`src/rtl/telem_frame_sched.sv`:
```
// Periodic telemetry frame scheduler: reads sensor bytes FIRST_ADDR..LAST_ADDR and streams a framed
// packet to UART TX. Define TELEM_CHECKSUM_EN to append a two's-complement checksum byte.
module telem_frame_sched #(
    parameter int unsigned PERIOD_CYCLES = 1000000,
    parameter logic [7:0]  FIRST_ADDR    = 8'd1,
    parameter logic [7:0]  LAST_ADDR     = 8'd25,
    parameter logic [7:0]  SYNC0         = 8'hA5,
    parameter logic [7:0]  SYNC1         = 8'h5A
) (
    input  logic       clk,
    input  logic       rst,
    input  logic       enable,
    output logic [7:0] reg_addr,
    input  logic [7:0] reg_data,
    output logic [7:0] tx_data,
    output logic       tx_valid,
    input  logic       tx_ready,
    output logic       busy,
    output logic [7:0] frame_cnt,
    output logic       overrun
);

    localparam logic [23:0] PeriodLast = 24'(PERIOD_CYCLES - 1);

    typedef enum logic [2:0] {
        StIdle,
        StSync0,
        StSync1,
        StCnt,
        StFetch,
`ifdef TELEM_CHECKSUM_EN
        StSend,
        StCsum
`else
        StSend
`endif
    } state_e;

    state_e      state_q, state_d;
    logic [23:0] period_q, period_d;
    logic [7:0]  reg_addr_q, reg_addr_d;
    logic [7:0]  tx_data_q, tx_data_d;
    logic        tx_valid_q, tx_valid_d;
    logic        busy_q, busy_d;
    logic [7:0]  frame_cnt_q, frame_cnt_d;
    logic        overrun_q, overrun_d;
    logic        tick;
    logic        xfer;
    logic        frame_done;
`ifdef TELEM_CHECKSUM_EN
    logic [7:0]  sum_q, sum_d;
`endif

    assign xfer = tx_valid_q & tx_ready;

    // Period counter is held at zero while disabled, so re-enabling restarts a full period.
    always_comb begin
        tick     = 1'b0;
        period_d = period_q;
        if (!enable) begin
            period_d = '0;
        end else if (period_q == PeriodLast) begin
            period_d = '0;
            tick     = 1'b1;
        end else begin
            period_d = period_q + 24'd1;
        end
    end

    always_comb begin
        state_d     = state_q;
        reg_addr_d  = reg_addr_q;
        tx_data_d   = tx_data_q;
        tx_valid_d  = tx_valid_q;
        busy_d      = busy_q;
        frame_cnt_d = frame_cnt_q;
        // busy_q is still high on the frame-end edge, so a coincident tick counts as overrun.
        overrun_d   = tick & busy_q;
        frame_done  = 1'b0;
`ifdef TELEM_CHECKSUM_EN
        sum_d       = sum_q;
`endif
        case (state_q)
            StIdle: begin
                if (tick) begin
                    state_d    = StSync0;
                    tx_data_d  = SYNC0;
                    tx_valid_d = 1'b1;
                    busy_d     = 1'b1;
                end
            end
            StSync0: begin
                if (xfer) begin
                    state_d   = StSync1;
                    tx_data_d = SYNC1;
                end
            end
            StSync1: begin
                if (xfer) begin
                    state_d   = StCnt;
                    tx_data_d = frame_cnt_q;
                end
            end
            StCnt: begin
                if (xfer) begin
                    state_d    = StFetch;
                    reg_addr_d = FIRST_ADDR;
                    tx_valid_d = 1'b0;
`ifdef TELEM_CHECKSUM_EN
                    sum_d      = frame_cnt_q;
`endif
                end
            end
            StFetch: begin
                state_d    = StSend;
                tx_data_d  = reg_data;
                tx_valid_d = 1'b1;
`ifdef TELEM_CHECKSUM_EN
                sum_d      = sum_q + reg_data;
`endif
            end
            StSend: begin
                if (xfer) begin
                    if (reg_addr_q < LAST_ADDR) begin
                        state_d    = StFetch;
                        reg_addr_d = reg_addr_q + 8'd1;
                        tx_valid_d = 1'b0;
                    end else begin
`ifdef TELEM_CHECKSUM_EN
                        state_d   = StCsum;
                        tx_data_d = 8'd0 - sum_q;
`else
                        frame_done = 1'b1;
`endif
                    end
                end
            end
`ifdef TELEM_CHECKSUM_EN
            StCsum: begin
                if (xfer) begin
                    frame_done = 1'b1;
                end
            end
`endif
            default: state_d = StIdle;
        endcase

        if (frame_done) begin
            state_d     = StIdle;
            frame_cnt_d = frame_cnt_q + 8'd1;
            reg_addr_d  = '0;
            tx_valid_d  = 1'b0;
            busy_d      = 1'b0;
        end
    end

    always_ff @(posedge clk or posedge rst) begin
        if (rst) begin
            state_q     <= StIdle;
            period_q    <= '0;
            reg_addr_q  <= '0;
            tx_data_q   <= '0;
            tx_valid_q  <= 1'b0;
            busy_q      <= 1'b0;
            frame_cnt_q <= '0;
            overrun_q   <= 1'b0;
`ifdef TELEM_CHECKSUM_EN
            sum_q       <= '0;
`endif
        end else begin
            state_q     <= state_d;
            period_q    <= period_d;
            reg_addr_q  <= reg_addr_d;
            tx_data_q   <= tx_data_d;
            tx_valid_q  <= tx_valid_d;
            busy_q      <= busy_d;
            frame_cnt_q <= frame_cnt_d;
            overrun_q   <= overrun_d;
`ifdef TELEM_CHECKSUM_EN
            sum_q       <= sum_d;
`endif
        end
    end

    assign reg_addr  = reg_addr_q;
    assign tx_data   = tx_data_q;
    assign tx_valid  = tx_valid_q;
    assign busy      = busy_q;
    assign frame_cnt = frame_cnt_q;
    assign overrun   = overrun_q;

endmodule

```
`config.mk`:
```
export PLATFORM = sky130hd
export DESIGN_NAME = telem_frame_sched
export DESIGN_NICKNAME = d
export VERILOG_FILES = /design/src/rtl/telem_frame_sched.sv
export SDC_FILE = /design/constraint.sdc
export NUM_CORES = 1
export LEC_CHECK = 0
export ABC_AREA = 1
export CORE_AREA = 2 2 111 86
export CTS_CLUSTER_DIAMETER = 80
export CTS_CLUSTER_SIZE = 16
export DETAILED_ROUTE_END_ITERATION = 10
export DIE_AREA = 0 0 113 88
export PLACE_DENSITY_LB_ADDON = 0.05
export SYNTH_ARGS = -nofsm -noshare
export SYNTH_HDL_FRONTEND = slang
export SYNTH_SLANG_ARGS = --single-unit
```
`constraint.sdc`:
```
create_clock -name clk -period 2.5 [get_ports clk]
set_clock_uncertainty 0.1 [all_clocks]
set_input_delay 0.5 -clock clk [delete_from_list [all_inputs] [get_ports clk]]
set_output_delay 0.5 -clock clk [all_outputs]
set_load 0.01 [all_outputs]
```
==> impl_metrics.py <==
metrics = {
    "setup_path": {
        "critPathTopFamily": "buffers and inverters",
        "crit_path_max_incr_delay_ns": 0.58,
        "critPathSlowestCell": "clkdlybuf4s50_1",
        "required_ns": 1.90,
        "crit_chain": "clkdlybuf4s50_1",
        "start_kind": "flop",
        "crit_type": "reg -> out",
        "critPathBufInv": 1,
        "end_kind": "primary output",
        "crit_path_max_fanout": 6,
        "worstPathArrival_ns": 1.33,
    },
    "cts": {
        "clock_path_buffers": 2,
        "ctsResizeCount": 0,
        "clk_latency_ns": 0.29,
        "clock-sinks": 54,
        "cts_tree": "built",
        "clk_pin_slew_ns": 0.07,
        "cts_hold_buf": 0,
        "htree_levels": 2,
        "cts-root-buf": "clkbuf_16",
        "numCtsBuffers": 5,
        "cts_setup_buffers": 0,
    },
    "sta": {
        "fin_setup_tns_ns": 0,
        "setup_viol": 0,
        "min_period_ns": 1.93,
        "finalHoldWorstSlack_ns": 0.367,
        "worst_pin_slew_ns": 0.372,
        "timing.fmax_mhz": 518,
        "timing.final.crit_share": 0.772,
        "finalHoldViolations": 0,
        "slew-limit-headroom": 0.750,
        "rsz0062_at_grt": "false",
        "slew_viol_final": 0,
    },
    "route": {
        "drtPass1Iterations": 7,
        "via_count": 2635,
        "postRouteAntennaNets": 0,
        "avgRoutedWirePerCell_um": 13.6,
        "viasPerCell": 4.71,
        "drc_errors": 4,
        "first_iter_violations": 168,
        "drt_wl_total_um": 7610,
    },
    "cells_and_area": {
        "final-seq-area_sq_um": 1350,
        "drive_gt1_frac": 0.0625,
        "area_growth_pct": 23.1,
        "fillers": 912,
        "nets": 463,
        "multiInputGateArea_sq_um": 1420,
        "fin_util": 0.418,
        "fin_area_sq_um": 3700,
        "diodes": 0,
    },
    "yosys": {
        "yosysWarnings": 0,
        "ys_types": 27,
        "synthesis.area_sq_um": 3010,
        "synth_fp_nets": 418,
        "syn_inst": 402,
        "synth.avg_cell_area_sq_um": 7.49,
        "yosysSeqAreaShare": 0.449,
        "yosys_register_bits": 54,
    },
    "global_routing": {
        "grt_pass1_wl_um": 12900,
        "grt_pass1_vias": 2521,
        "overflow": 0,
        "antenna_found_initial": 0,
        "grt_max_degree": 42,
        "gr-usage-all-layers": 0.163,
    },
    "pwr": {
        "cellInternalPower_uw": 2120,
        "comb_power_share": 0.408,
        "p_seq_frac": 0.361,
        "p_sw_frac": 0.370,
        "p_clk_frac": 0.231,
        "p_leak_uw": 0.00178,
        "p_sw_uw": 1240,
        "power_density_nw_per_um2": 908,
        "ir_drop_v": 0.000456,
    },
    "floorplanning": {
        "die_h_um": 88,
        "die_area_sq_um": 9940,
        "io_pins": 39,
        "core-area_sq_um": 8860,
        "dieWidth_um": 113,
        "rows": 30,
        "start_util": 0.340,
    },
    "placed_design": {
        "placed_cell_area_sq_um": 3540,
        "dp_hpwl_um": 5860,
        "portBuffers": 38,
        "place.gp.congestion": 0.808,
    },
    "status": {
        "violations": "design-rule violations",
        "run_status": "complete, but fails checks",
    },
    "job": {
        "maxCapViolCount": 0,
    },
    "min_path": {
        "hold_path_class": "reg -> reg",
    },
}
sequential cells by signal, summed over array words and instances, names as in the netlist:
register	cells
busy	1
frame_cnt	8
overrun	1
period_q	24
reg_addr	8
state_q	3
tx_data	8
tx_valid	1
cell type report:
class	count	share of cell area
clock buffer	7	0.0358
clock inverter	1	0.00811
inverter	59	0.0598
multi-input combinational	287	0.384
sequential	54	0.365
tap	112	0.0378
timing repair buffer	40	0.110
cells in the mapped netlist:
library cell,count,area share
clkbuf_1,1,0.0012
nand3_2,1,0.0033
nor2_1,75,0.094
nor3_1,12,0.020
o21ai_0,13,0.022
nand2_1,97,0.12
buf_6,1,0.0037
and2_1,1,0.0021
nor3_2,1,0.0033
ha_1,4,0.017
inv_1,58,0.072
xnor2_1,4,0.012
a21oi_1,9,0.015
dfrtp_1,54,0.45
and3_1,3,0.0062
o211a_1,3,0.010
xor2_1,12,0.035
nand4_1,9,0.019
nand3_1,25,0.042
o22ai_1,1,0.0021
nand2_4,1,0.0037
o21ai_2,8,0.023
nand3_4,1,0.0058
nand2_2,2,0.0042
clkinv_1,1,0.0012
nor2_4,2,0.0075
nor2_2,3,0.0062
per-stage QoR:
stage	instances	power (uW)	setup slack [ns]
after floorplan	402	2090	0.585
after global placement	552	2600	0.373
after detailed placement	552	2610	0.306
after CTS	560	3410	0.569
after global routing	560	3620	0.418
final	560	3360	0.570
logic make-up (layout without fill, tap and decap cells):
group	count (synthesis)	in the layout	share of synthesized area
buffers and inverters	61	107	0.0786
AO/OA/AOI/OAI	34	34	0.0719
AND/OR/NAND/NOR	233	233	0.337
adder cells (fa/ha/maj)	4	4	0.0166
XOR/XNOR	16	16	0.0466
flip-flops	54	54	0.449
power groups by stage:
stage | clock (uW) | sequential, uW | combinational, uW
floorplan | 0 | 1260 | 828
global placement | 0 | 1230 | 1370
detailed placement | 0 | 1230 | 1380
CTS | 807 | 1220 | 1380
global route | 843 | 1240 | 1530
finish | 778 | 1210 | 1370
metal layers:
metal,vias up,wire [um],GRT usage
met2,54,2890,0.224
li1,1353,-,-
met3,7,333,0.0318
met5,-,0,0
met4,0,60,0.0255
met1,1221,4320,0.264
path summary, 6_finish.rpt:
path                       cells after the start  slack (ns)      endpoint          from
min in group asynchronous                      2        0.40   period_q[3]           rst
setup / recovery                               1        0.57  frame_cnt[4]  frame_cnt[4]
hold reg to reg                                1        0.37   period_q[0]   period_q[0]
hold / removal                                 1        0.37   period_q[0]   period_q[0]
max in group asynchronous                      3        1.36  period_q[22]           rst
setup reg to reg                               9        0.58   period_q[6]   period_q[0]
layout by cell type, fill, tap and decap left out, types with 4 or more instances in the layout:
cell,n
ha_1,4
nor2_1,75
nand3_1,25
xnor2_1,4
o21ai_0,13
clkbuf_16,5
dfrtp_1,54
nor3_1,12
nand4_1,9
clkdlybuf4s50_1,38
a21oi_1,9
nand2_1,97
inv_1,57
xor2_1,12
o21ai_2,8
No activity file was read; power rests on OpenSTA's default activity.
